$ cat src/rtl/tsend_pkg.sv
// Shared types for the transportSend arbiter slice:
// command codes, arbiter FSM states and datapath width.
package tsend_pkg;

  localparam int DATA_W = 16;

  typedef enum logic [1:0] {
    CMD_IDLE   = 2'b00,
    CMD_DIAL   = 2'b01,
    CMD_HANGUP = 2'b10,
    CMD_CTRL   = 2'b11
  } cmd_e;

  typedef enum logic [1:0] {
    ST_IDLE      = 2'b00,
    ST_ISSUE     = 2'b01,
    ST_WAIT_BUSY = 2'b10,
    ST_WAIT_DONE = 2'b11
  } state_e;

endpackage

$ cat src/rtl/tsend_audio_fifo.sv
// Small synchronous audio FIFO with registered ready and a
// saturating drop counter for samples refused while full.
module tsend_audio_fifo
  import tsend_pkg::*;
#(
  parameter int DEPTH = 4
) (
  input  logic              clk,
  input  logic              reset,
  input  logic              push,
  input  logic [DATA_W-1:0] din,
  input  logic              pop,
  output logic              empty,
  output logic              ready,
  output logic [DATA_W-1:0] head,
  output logic [7:0]        drop_cnt
);

  localparam int AW = $clog2(DEPTH);
  localparam int CW = AW + 1;

  logic [DATA_W-1:0] mem_q [DEPTH];
  logic [AW-1:0]     wr_q, wr_d;
  logic [AW-1:0]     rd_q, rd_d;
  logic [CW-1:0]     cnt_q, cnt_d;
  logic [7:0]        drop_q, drop_d;
  logic              ready_q, ready_d;
  logic              full, do_push, do_pop;

  assign full    = (cnt_q == CW'(DEPTH));
  assign empty   = (cnt_q == '0);
  assign do_push = push & ~full;
  assign do_pop  = pop & ~empty;

  always_comb begin
    wr_d    = wr_q + AW'(do_push);
    rd_d    = rd_q + AW'(do_pop);
    cnt_d   = cnt_q + CW'(do_push) - CW'(do_pop);
    drop_d  = drop_q;
    if (push && full && drop_q != 8'hFF)
      drop_d = drop_q + 8'd1;
    ready_d = (cnt_d != CW'(DEPTH));
  end

  always_ff @(posedge clk or posedge reset) begin
    if (reset) begin
      wr_q    <= '0;
      rd_q    <= '0;
      cnt_q   <= '0;
      drop_q  <= '0;
      ready_q <= 1'b0;
    end else begin
      wr_q    <= wr_d;
      rd_q    <= rd_d;
      cnt_q   <= cnt_d;
      drop_q  <= drop_d;
      ready_q <= ready_d;
    end
  end

  always_ff @(posedge clk) begin
    if (do_push)
      mem_q[wr_q] <= din;
  end

  assign head     = mem_q[rd_q];
  assign ready    = ready_q;
  assign drop_cnt = drop_q;

endmodule

$ cat src/rtl/transport_send_arbiter.sv
// Shares one transportSend between control and audio requesters.
// Define TSEND_ARB_FAIRNESS_EN to bound consecutive control grants.
module transport_send_arbiter
  import tsend_pkg::*;
#(
  parameter int AUDIO_DEPTH    = 4,
  parameter int BUSY_TIMEOUT   = 16,
  parameter int MAX_CTRL_BURST = 3
) (
  input  logic              clk,
  input  logic              reset,
  input  logic              ctrl_req,
  input  logic [1:0]        ctrl_cmd,
  input  logic [DATA_W-1:0] ctrl_arg,
  output logic              ctrl_ack,
  input  logic              audio_valid,
  input  logic [DATA_W-1:0] audio_sample,
  output logic              audio_ready,
  output logic [7:0]        audio_drop_cnt,
  output logic [1:0]        ts_cmd,
  output logic [DATA_W-1:0] ts_data,
  output logic              ts_send_data,
  input  logic              ts_busy,
  output logic              arb_busy,
  output logic              timeout_err
);

`ifdef TSEND_ARB_FAIRNESS_EN
  localparam bit FAIR = 1'b1;
`else
  localparam bit FAIR = 1'b0;
`endif
  localparam int TW = $clog2(BUSY_TIMEOUT + 1);
  localparam int BW = $clog2(MAX_CTRL_BURST + 1);

  state_e            state_q;
  logic              aud_q;
  logic [TW-1:0]     wcnt_q;
  logic [BW-1:0]     burst_q;
  logic [1:0]        cmd_q;
  logic [DATA_W-1:0] data_q;
  logic              send_q, ack_q, terr_q;

  logic              fifo_empty, pop;
  logic [DATA_W-1:0] fifo_head;
  logic              ctrl_ok, aud_ok, force_aud;
  logic              pick_ctrl, pick_aud;

  assign pop = (state_q == ST_ISSUE) & aud_q;

  tsend_audio_fifo #(.DEPTH(AUDIO_DEPTH)) u_fifo (
    .clk      (clk),
    .reset    (reset),
    .push     (audio_valid),
    .din      (audio_sample),
    .pop      (pop),
    .empty    (fifo_empty),
    .ready    (audio_ready),
    .head     (fifo_head),
    .drop_cnt (audio_drop_cnt)
  );

  // An illegal 2'b00 command is never granted.
  assign ctrl_ok   = ctrl_req & (ctrl_cmd != CMD_IDLE);
  assign aud_ok    = ~fifo_empty;
  assign force_aud = FAIR & aud_ok &
                     (burst_q == BW'(MAX_CTRL_BURST));
  assign pick_ctrl = ctrl_ok & ~force_aud;
  assign pick_aud  = aud_ok & ~pick_ctrl;

  always_ff @(posedge clk or posedge reset) begin
    if (reset) begin
      state_q <= ST_IDLE;
      aud_q   <= 1'b0;
      wcnt_q  <= '0;
      burst_q <= '0;
      cmd_q   <= CMD_IDLE;
      data_q  <= '0;
      send_q  <= 1'b0;
      ack_q   <= 1'b0;
      terr_q  <= 1'b0;
    end else begin
      cmd_q  <= CMD_IDLE;
      send_q <= 1'b0;
      ack_q  <= 1'b0;
      unique case (state_q)
        ST_IDLE: begin
          if (!ts_busy && (pick_ctrl || pick_aud)) begin
            state_q <= ST_ISSUE;
            aud_q   <= pick_aud;
            if (pick_ctrl) begin
              cmd_q  <= ctrl_cmd;
              data_q <= ctrl_arg;
              ack_q  <= 1'b1;
            end else begin
              data_q <= fifo_head;
              send_q <= 1'b1;
            end
          end
        end
        ST_ISSUE: begin
          state_q <= ST_WAIT_BUSY;
          wcnt_q  <= '0;
          if (aud_q)
            burst_q <= '0;
          else if (burst_q != BW'(MAX_CTRL_BURST))
            burst_q <= burst_q + BW'(1);
        end
        ST_WAIT_BUSY: begin
          if (ts_busy) begin
            state_q <= ST_WAIT_DONE;
          end else if (wcnt_q == TW'(BUSY_TIMEOUT - 1)) begin
            // Packet presumed lost; no retry.
            terr_q  <= 1'b1;
            state_q <= ST_IDLE;
          end else begin
            wcnt_q <= wcnt_q + TW'(1);
          end
        end
        ST_WAIT_DONE: begin
          if (!ts_busy)
            state_q <= ST_IDLE;
        end
      endcase
    end
  end

  assign ctrl_ack     = ack_q;
  assign ts_cmd       = cmd_q;
  assign ts_data      = data_q;
  assign ts_send_data = send_q;
  assign arb_busy     = (state_q != ST_IDLE);
  assign timeout_err  = terr_q;

endmodule
$ cat config.mk
export PLATFORM = sky130hd
export DESIGN_NAME = transport_send_arbiter
export DESIGN_NICKNAME = d
export VERILOG_FILES = /design/src/rtl/tsend_pkg.sv /design/src/rtl/tsend_audio_fifo.sv /design/src/rtl/transport_send_arbiter.sv
export SDC_FILE = /design/constraint.sdc
export NUM_CORES = 1
export LEC_CHECK = 0
export CAP_MARGIN = 20
export CORE_ASPECT_RATIO = 0.75
export CORE_MARGIN = 3
export CORE_UTILIZATION = 58
export DETAILED_ROUTE_END_ITERATION = 16
export GPL_TIMING_DRIVEN = 0
export PLACE_DENSITY = 0.85
export SLEW_MARGIN = 20
export SYNTH_ARGS = -nofsm -noshare
export SYNTH_HDL_FRONTEND = slang
export SYNTH_SLANG_ARGS = --single-unit
$ cat constraint.sdc
create_clock -name clk -period 6.25 [get_ports clk]
set_input_delay 1.25 -clock clk [delete_from_list [all_inputs] [get_ports clk]]
set_output_delay 1.25 -clock clk [all_outputs]
set_load 0.05 [all_outputs]
======== Word level (Yosys, flattened, before mapping) ========
Memory sizes are Yosys's and may differ from the RTL's.
Cells that the tools add are included.
W data, S select, Z words.
cells by class
  $add $sub $neg .......................... 6
  multiply operators ...................... 0
  div/mod/pow operators ................... 0
  order comparisons ....................... 0
  equality and inequality tests ........... 12
  shift operators ......................... 0
  multiplexer cells ....................... 20
  bitwise logic cells ..................... 9
  reductions and logical operators ........ 14
operators with widths
  cell                   count
  $mux W16               1
  $mux W2                7
  $mux W5                2
  $pmux W5 S2            1
  $reduce_and A3 Y1      3
  $add A8 B1 Y8 const B  1
  $mux W1                8
  $ne A2 B2 Y1 const B   4
  $ne A8 B8 Y1 const B   1
  $pmux W2 S4            1
  $ne A3 B3 Y1 const B   2
  $reduce_bool A2 Y1     3
  $add A5 B1 Y5 const B  1
  $and A1 B1 Y1          5
  $eq A5 B4 Y1 const B   1
  $add A2 B1 Y2          2
  $eq A2 B2 Y1 const B   2
  $not A1 Y1             4
  $add A3 B1 Y3          1
  $eq A3 B3 Y1 const B   1
  $logic_and A1 B1 Y1    3
  $logic_not A3 Y1       1
  $sub A3 B1 Y3          1
  $eq A2 B1 Y1 const B   1
  4 further kinds        4
storage, ports and cells
  register bits after elaboration ......... 45
  latch bits .............................. 0
  bits in writable memories ............... 64
  bits in read-only memories .............. 0
  bits of input ports ..................... 39
  output and inout bits ................... 31
  logic and storage cells ................. 75
  memories kept ........................... 1
memory list
  memory        depth  bits a word  read ports  clocked after Yosys merged registers in  write ports  line                    text
  u_fifo.mem_q  4      16           1           0                                        1            tsend_audio_fifo.sv:22  logic [DATA_W-1:0] mem_q [DEPTH];

======== Longest topological paths before layout ========
Gate-level depths: netlist of run 1.
  depth after elaboration ................. 8
  gate-level depth with buffers ........... 9
  gate-level depth less buffers ........... 8

======== Modules after synthesis ========
Synthesis of run 1 repeated with hierarchy kept, for this count alone.
second synthesis, totals
  cells, all modules ...................... 287
  area total of the unflattened synthesis .. 4713.3 µm²
by module, submodules not included
  module                  instances  cells an instance  area an instance (µm²)  seq. area each (µm²)
  tsend_audio_fifo        1          153                3139.3                  2322.2
  transport_send_arbiter  1          134                1574.0                  725.7

======== Worst setup path after synthesis of run 1 ========
Ideal clock, no wire load.
  path kind ............................... input -> register
  start ................................... input port audio_valid
  end ..................................... memory u_fifo.mem_q[1][0], enable pin
  setup time .............................. 0.413 ns
  arrival time ............................ 2.595 ns
  required time ........................... 5.837 ns
  slack ................................... 3.242 ns
  stages .................................. 2
  path buffers ............................ 0
  cell sequence ........................... nand2_1 -> nor3b_1
between the ends
  longest elaborated chain between the ends .. 3
RTL lines
  item                           line                          text
  from (decl)                    transport_send_arbiter.sv:16  input logic audio_valid,
  $and A1 B1 Y1                  tsend_audio_fifo.sv:32        assign do_push = push & ~full;
  $mux W1                        tsend_audio_fifo.sv:62        if (do_push)
  $mux W1 (implied by the code)  tsend_audio_fifo.sv:63        mem_q[wr_q] <= din;
  to (decl)                      tsend_audio_fifo.sv:22
No other way between the ends.

======== Worst setup path after layout of run 1 ========
  start ................................... register state_q[1]
  end ..................................... output port arb_busy
between the ends
  longest elaborated chain between the ends .. 1
RTL lines
  item                    line                           text
  from (decl)             transport_send_arbiter.sv:36   state_e state_q;
  from (signal assigned)  transport_send_arbiter.sv:73   state_q <= ST_IDLE;
  from (signal assigned)  transport_send_arbiter.sv:89   state_q <= ST_ISSUE;
  from (signal assigned)  transport_send_arbiter.sv:102  state_q <= ST_WAIT_BUSY;
  $reduce_bool A2 Y1      transport_send_arbiter.sv:132  assign arb_busy = (state_q != ST_IDLE);
  to (decl)               transport_send_arbiter.sv:24   output logic arb_busy,
No other way between the ends.

==> impl_summary.md, run 1 <==
Outcome
The run finished with clean final reports.

Drt
The DRC violation total after the first TritonRoute iteration is 311. The first-pass iteration count of the detailed router is 5. The average detailed-routed wire length per instance is approximately 20 µm. The post-detailed-route count of antenna-violating nets is 0.

The number of remaining DRC errors is 0. The aggregate routed wire length is 9.49 mm. Detailed routing inserted a total of around 2900 vias.

In the routed layout, each cell is associated on average with a via count of slightly above 6.

Floorplanning
The die span in x is 109 µm. The die is approximately 83 µm tall. Pin placement for this block handled 70 I/O pins.

After floorplanning, the core was divided into 27 placement rows. The area of the placeable core is 0.00753 mm². The die covers between 0.009 and 0.01 mm². The initial utilization of the core area, before any placement, comes to between 60% and 70%.

Setup path
The number of cell instances on the worst register-to-register path is 9. The cell with the biggest individual delay on the critical path is clkdlybuf4s50_1. The depth of the critical timing path with buffers and inverters included is 4. The worst setup path is of the reg2out kind. In this run the worst setup path begins at state_q[1]. STA classifies the critical path endpoint as a primary output. The worst setup path is launched from a register. Data on the critical path arrives at its endpoint at about 2.3 ns.

The slack of the worst reg-to-reg path is between 3 and 4 ns. In this run the critical register-to-register path is captured at u_fifo.ready. The signal on the critical path passes through clkbuf_1 -> nor2_1 -> inv_1 -> clkdlybuf4s50_1. Of all nets on the critical path, the largest fanout is 10. The worst endpoint required time is ~5 ns. The startpoint of the worst-slack reg-to-reg timing path is u_fifo.cnt_q[2]. The count of buffer and inverter cells on the critical path is 3.

The cell type group with the largest total delay on the critical path is buffers and inverters. The delay of the slowest cell on the worst path is ~0.8 ns.

Global route
The total grt overflow is 0. The most utilized layer in the global route result is met2. For this run, global-route usage on met1 was measured as between 30% and 40%. The number of global-route vias before repair was around 2900. The number of antenna violations at the first check in global routing is 0. The maximum number of pins on one net before global-route repair is 24. The first global-routing pass estimated 15.4 mm of wire. The overall fraction of global-route tracks in use is around 22%. Global routing consumed, on the met3 layer, under 10% of the routing resources. Global routing consumed, on the met2 layer, roughly a third of the routing resources.

Cells and area
After filler insertion, the fill cell instance count of the layout stands at a little under 500. Leaving out fill and tap cells, the most frequent cells in the layout are 68 x clkdlybuf4s50_1, 64 x edfxtp_1, 45 x dfrtp_1. The area overhead of the layout relative to synthesis is 23.2%. The library cell used most frequently in the layout, excluding fill and tap cells, is clkdlybuf4s50_1. The antenna diode instance count is 0.

In the final design database the tool counted around 420 nets. The ratio of cells with drive above 1 in the final layout is 12.8%. The final non-filler cell total is approximately 480.

Logic synthesis
The total of warnings raised by yosys is 0. The mean cell area of the mapped netlist is between 15 and 20 µm². Sequential cells were found to cover ~66% of the synthesized design area. The dominant register cell in the synthesized netlist is edfxtp_1.

The post-synth design cell area is ~0.0046 mm². The number of distinct library cells after synthesis is just over 50. The complex-gate fraction of the synthesized area is a little under a tenth.

The portion of netlist area occupied by mux cells is a little under a tenth. The synthesized design contains ~110 register bits. By area, the combinational part of the netlist is dominated by compound AO/OA/AOI/OAI gates. The arithmetic-cell share of the synthesized area counting full adders, half adders and majority gates is ~1.8%. The simple-gate portion of the synthesized area is 9.13%. Synthesis produced between 200 and 300 cells.

The proportion of register bits with asynchronous set or reset after synthesis is roughly two fifths. Yosys mapped a number of flops with a built-in enable equal to 64. The number of nets in the synthesized netlist is approximately 340. The xor/xnor share of the synthesized area is roughly 1.5%.

STA
The worst clock skew is between 0.01 and 0.015 ns. Headroom to the max-slew limit came out at between 40% and 50%. The clock period minus final worst setup slack is around 3.5 ns. The fraction of the cycle the final worst path needs is between 50% and 60%. The count of final max-slew check failures was 0.

At the pin with the least slew margin, the transition time is approximately 0.84 ns. Setup violations remaining at the end of the flow were counted as 0. Setup repair after global routing left no endpoint under its margin. The count of final hold-check violations is 0. The highest attainable clock frequency is 282 MHz. The final sum of negative setup slack is 0 ns.

Power and ir drop
Power spread over the standard cell area amounts to ~450 mW/mm². The analysis attributes to cell leakage a power of 2.12 nW. IR analysis of the VDD net gives a maximum drop of roughly 0.24 mV.

CTS
The clock tree synthesis step divided the H-tree into 3 levels. The CTS tree is done. No sink is reached through more buffers than the 2 on the longest clock path. The number of buffers inserted to repair setup after CTS is 0. The cell sitting at the root of the clock tree is a clkbuf_8. The clock sink count is about 110. The clock transition at the register clock pins on the worst setup and hold paths after CTS is around 0.11 ns. The number of clock buffers added by TritonCTS is 9. Post-CTS repair changed the size of 0 cells. At the later pin of the worst-skew pair, clock insertion delay measures between 0.3 and 0.4 ns. Hold repair after CTS inserted 0 buffers.

Flow run
The max-cap violation count is 0.

Place
The count of buffers from port buffering is between 60 and 70. The instance count after placement with tap cells included is around 470. Routability-driven placement finished with a final weighted congestion of 0.840.

The detailed placement HPWL is 6.54 mm.

Worst hold path
In this run the worst hold path is classified as reg2reg. The worst hold path begins at timeout_err. The path with the worst hold slack has its endpoint at timeout_err. The cell depth of the worst hold path is 1.
power breakdown:
group / switching, mW / internal, mW
clock network: 0.251 / 0.154
registers: 0.122 / 0.968
logic: 0.633 / 0.455
state kept, by name (all words and copies together), names as in the netlist:
signal,cells
wcnt_q,5
timeout_err,1
ts_send_data,1
u_fifo.cnt_q,3
ts_cmd,2
u_fifo.wr_q,2
ts_data,16
ctrl_ack,1
u_fifo.drop_cnt,8
u_fifo.ready,1
u_fifo.mem_q,64
state_q,2
u_fifo.rd_q,2
aud_q,1
cells by family (layout without fill, tap and decap cells):
family	after synthesis	in the layout
flip-flops	109	109
AND/OR/NAND/NOR	73	73
AO/OA/AOI/OAI	55	55
buffers and inverters	24	113
multiplexers	19	19
XOR/XNOR	8	8
adder cells (fa/ha/maj)	6	6
per-layer routing:
metal | part of all wire (%) | vias to the layer above | wire [µm]
met5 | 0 | - | 0
li1 | - | 1332 | -
met2 | 48 | 128 | 4560
met4 | 1.4 | 0 | 130
met1 | 44 | 1464 | 4150
met3 | 6.7 | 17 | 637
synthesized netlist by cell type, types with 5 or more instances:
cell type	instances	area (µm²)
edfxtp_1	64	1920
dfrtp_1	45	1130
a2bb2oi_1	17	149
nand2b_1	16	100
o32ai_1	16	140
nand2_1	12	45.0
nor2_1	9	33.8
mux4_1	8	210
mux4_2	8	180
clkbuf_1	7	26.3
and3_1	6	37.5
buf_2	6	30.0
inv_1	6	22.5
a21oi_1	5	25.0
ha_1	5	62.6
final cells by class:
| type | count | area, µm² | area share (%) |
|---|---|---|---|
| Tap cell | 101 | 126 | 2.22 |
| Inverter | 6 | 22.5 | 0.396 |
| Clock buffer | 9 | 124 | 2.18 |
| Buffer | 18 | 110 | 1.94 |
| Sequential cell | 109 | 3050 | 53.6 |
| Multi-Input combinational cell | 161 | 1450 | 25.5 |
| Clock inverter | 7 | 60.1 | 1.06 |
| Timing Repair Buffer | 73 | 746 | 13.1 |
how the worst max path moves through the flow:
stage | slack, ns | end
final | 2.70 | arb_busy
after floorplan | 3.24 | u_fifo.mem_q[1][0]
after CTS | 2.74 | arb_busy
after global routing | 2.62 | arb_busy
after global placement | 1.88 | u_fifo.mem_q[1][10]
after detailed placement | 3.10 | u_fifo.mem_q[3][10]
metrics by stage:
stage / total power, mW / instance area, µm² / utilization, % / worst slack (ns) / hold WS, ns
6_report: 2.58 / 5690 / 75.5 / 2.70 / 0.483
5_1_grt: 2.71 / 5690 / 75.5 / 2.62 / 0.515
4_1_cts: 2.59 / 5690 / 75.5 / 2.74 / 0.489
3_5_place_dp: 2.19 / 5510 / 73.1 / 3.10 / 0.463
3_3_place_gp: 2.14 / 5430 / 72.0 / 1.88 / 0.454
2_1_floorplan: 1.82 / 4620 / - / 3.24 / 0.463
Power figures use the tool's default switching activity.
==> run 2, diff against run 1 <==
--- a/config.mk
+++ b/config.mk
@@ -8,10 +8,10 @@
 export CAP_MARGIN = 20
 export CORE_ASPECT_RATIO = 0.75
 export CORE_MARGIN = 3
-export CORE_UTILIZATION = 58
+export CORE_UTILIZATION = 54
 export DETAILED_ROUTE_END_ITERATION = 16
 export GPL_TIMING_DRIVEN = 0
-export PLACE_DENSITY = 0.85
+export PLACE_DENSITY = 0.8
 export SLEW_MARGIN = 20
 export SYNTH_ARGS = -nofsm -noshare
 export SYNTH_HDL_FRONTEND = slang
==> constraint.sdc (replaced) <==
create_clock -name clk -period 3.4 [get_ports clk]
set_input_delay 0.68 -clock clk [delete_from_list [all_inputs] [get_ports clk]]
set_output_delay 0.68 -clock clk [all_outputs]
set_load 0.05 [all_outputs]
==> impl_summary.md, run 2 (synthesis results as in run 1) <==
STA
The highest attainable clock frequency is roughly 350 MHz. For the pin with the worst max-slew slack, the measured transition is between 0.8 and 0.9 ns. The count of final max-slew check failures came to 0. On the final layout, the worst clock skew is 0.00728 ns. Setup repair after global routing left no endpoint under its margin.

The hold slack is ~0.47 ns. The worst pin sits at a relative slew slack of 43.3%. The smallest clock period supported by the final layout is computed as 2.85 ns. Setup violations remaining at the end of the flow were counted as 0. The count of final hold-check violations is 0. Of the available clock period, the critical path in the final layout requires a little over four fifths.

Place
The count of buffers from port buffering is between 60 and 70. After legalization and detailed placement, the total HPWL measured 6.39 mm. Once placement completed, the tool counted placed cells totaling approximately 470. The routability congestion estimate is between 0.8 and 0.9.

Cells and area
The filler cells instantiated in the layout total 535. The antenna diode instance count is 0. In the final layout, the share of cells above drive strength 1 is 13.2%. In the layout the commonest cells are 68 x clkdlybuf4s50_1, 64 x edfxtp_1, 45 x dfrtp_1. The largest register by flop count is u_fifo.mem_q. The final non-filler cell total is around 500. The library cell used most frequently in the layout, excluding fill and tap cells, is clkdlybuf4s50_1. The register with the most flip-flops in the layout has 64 of them. The final layout contains around 430 nets.

Relative to the synthesized area, the layout overhead comes to 25.7%.

Setup path
The signal arrival time at the worst endpoint is approximately 2.2 ns. The critical path goes through clkbuf_1 -> nor2_1 -> inv_1 -> clkdlybuf4s50_1. The kind of launch point of the worst setup path is a register. The category of the most critical setup path is reg2out. The cell with the biggest individual delay on the critical path is clkdlybuf4s50_1. For this run, the slowest stage of the critical path takes a little over 0.8 ns.

The kind of end point of the critical path is a primary output. The worst endpoint required time is approximately 2.7 ns. The highest net fanout along the worst path is 10.

Drt
After the first detailed-routing iteration, the DRC count stood at roughly 270. The amount of wire on met3 after detailed routing is between 500 and 600 µm. The post-detailed-route count of antenna-violating nets is 0.

In the final routed layout, each cell accounts on average for between 15 and 20 µm. The first-pass iteration count of the detailed router is 7. The wire length on met1 is ~4.2 mm. The number of remaining DRC errors is 0. Wire segments on met2 add up to approximately 4.7 mm in the final route. After detailed routing, the total wire length is 9.58 mm. The routed layout has between 2000 and 3000 vias.

The highest metal layer with signal wires is met4. Using the TritonRoute via totals, the vias-per-cell ratio works out to 5.99.

CTS
TritonCTS built the clock tree. The number of gates resized after CTS is 0. The clock transition at the register clock pins on the worst setup and hold paths after CTS is around 0.070 ns. Counting the buffers created by CTS gives 9. The clock passes through at most 2 buffers.

The clock sink count is about 110. The tree is rooted in a clkbuf_16. Hold repair after CTS inserted 0 buffers. The number of setup buffers added after CTS is 0. For the worst-skew pair, the clock arrives at the later sink with an insertion delay of around 0.35 ns. The H-tree was split into 3 levels.

Global route
Entering global routing, the biggest net connects 26 pins. The number of antenna violations at the first check in global routing is 0. The number of global-route vias before repair is 2901. The total overflow left after global routing is 0. Global routing used 21.0% of the available tracks across all layers. The first global-routing pass estimated approximately 15 mm of wire.

Floorplanning
The initial core utilization is between 50% and 60%. The die span in x is roughly 110 µm. The height of the die is 86.1 µm.

The site row count is 28. The area of the die is approximately 0.0097 mm². After floorplanning, the core was sized to cover between 0.008 and 0.009 mm². 70 I/O pins were placed.

Flow run
The max-cap violation count is 0.

Worst hold path
The path category of the worst min-delay check is reg2reg.

Power and ir drop
The analysis attributes to cell leakage a power of between 2 and 2.5 nW. The maximum ir drop on the vdd rail is 0.570 mV. The overall power after layout is around 5 mW. In this run the power density over the cells is roughly 870 mW/mm².

Outcome
The flow ran to the end, and the final reports show no timing, DRC or antenna violations.
run 2: through the flow:
| step | TNS (ns) | area [µm²] | setup slack (ns) | utilization, % |
|---|---|---|---|---|
| final | 0 | 5810 | 0.545 | 71.7 |
| after global routing | 0 | 5810 | 0.372 | 71.7 |
| after CTS | 0 | 5810 | 0.542 | 71.7 |
| after detailed placement | 0 | 5510 | 0.803 | 68.1 |
| after global placement | -13.90 | 5430 | -0.378 | 67.1 |
| after floorplan | 0 | 4620 | 0.962 | - |
run 2: routing by layer:
| metal | track usage, % | vias up |
|---|---|---|
| met1 | 29.4 | 1489 |
| met3 | 4.87 | 15 |
| met5 | 0 | - |
| met2 | 33.5 | 95 |
| li1 | - | 1336 |
| met4 | 6.00 | 0 |
run 2: worst paths after layout:
kind / start / to / slack, ns / cells after the start
max in group asynchronous: reset / ts_data[7] / 2.25 / 3
min reg2reg: timeout_err / timeout_err / 0.47 / 1
min in group asynchronous: reset / u_fifo.drop_cnt[7] / 0.66 / 2
max: state_q[1] / arb_busy / 0.55 / 4
min: timeout_err / timeout_err / 0.47 / 1
max reg2reg: u_fifo.cnt_q[0] / u_fifo.ready / 0.91 / 9
run 2: area by class of cell:
class	count	area, µm²	share of cell area (%)
inverters	6	22.5	0.388
multi-input cells	161	1450	25.0
flip-flops and latches	109	3050	52.5
clock inverters	6	62.6	1.08
clock buffers	10	229	3.94
plain buffers	18	110	1.90
well taps	105	131	2.26
repair buffers	75	749	12.9
run 2: worst max-delay path: cells and delay by family (launching register included):
family	cells	cell delay [ns]
buf+inv	3	1.28
flops	1	0.42
simple gates	1	0.13
run 2: power breakdown:
group	leakage [nW]	switching (mW)	internal (mW)	total, mW
logic	0.904	1.18	0.845	2.02
clock network	0.143	0.497	0.518	1.02
registers	1.13	0.215	1.78	2.00
total	2.17	1.89	3.14	5.03
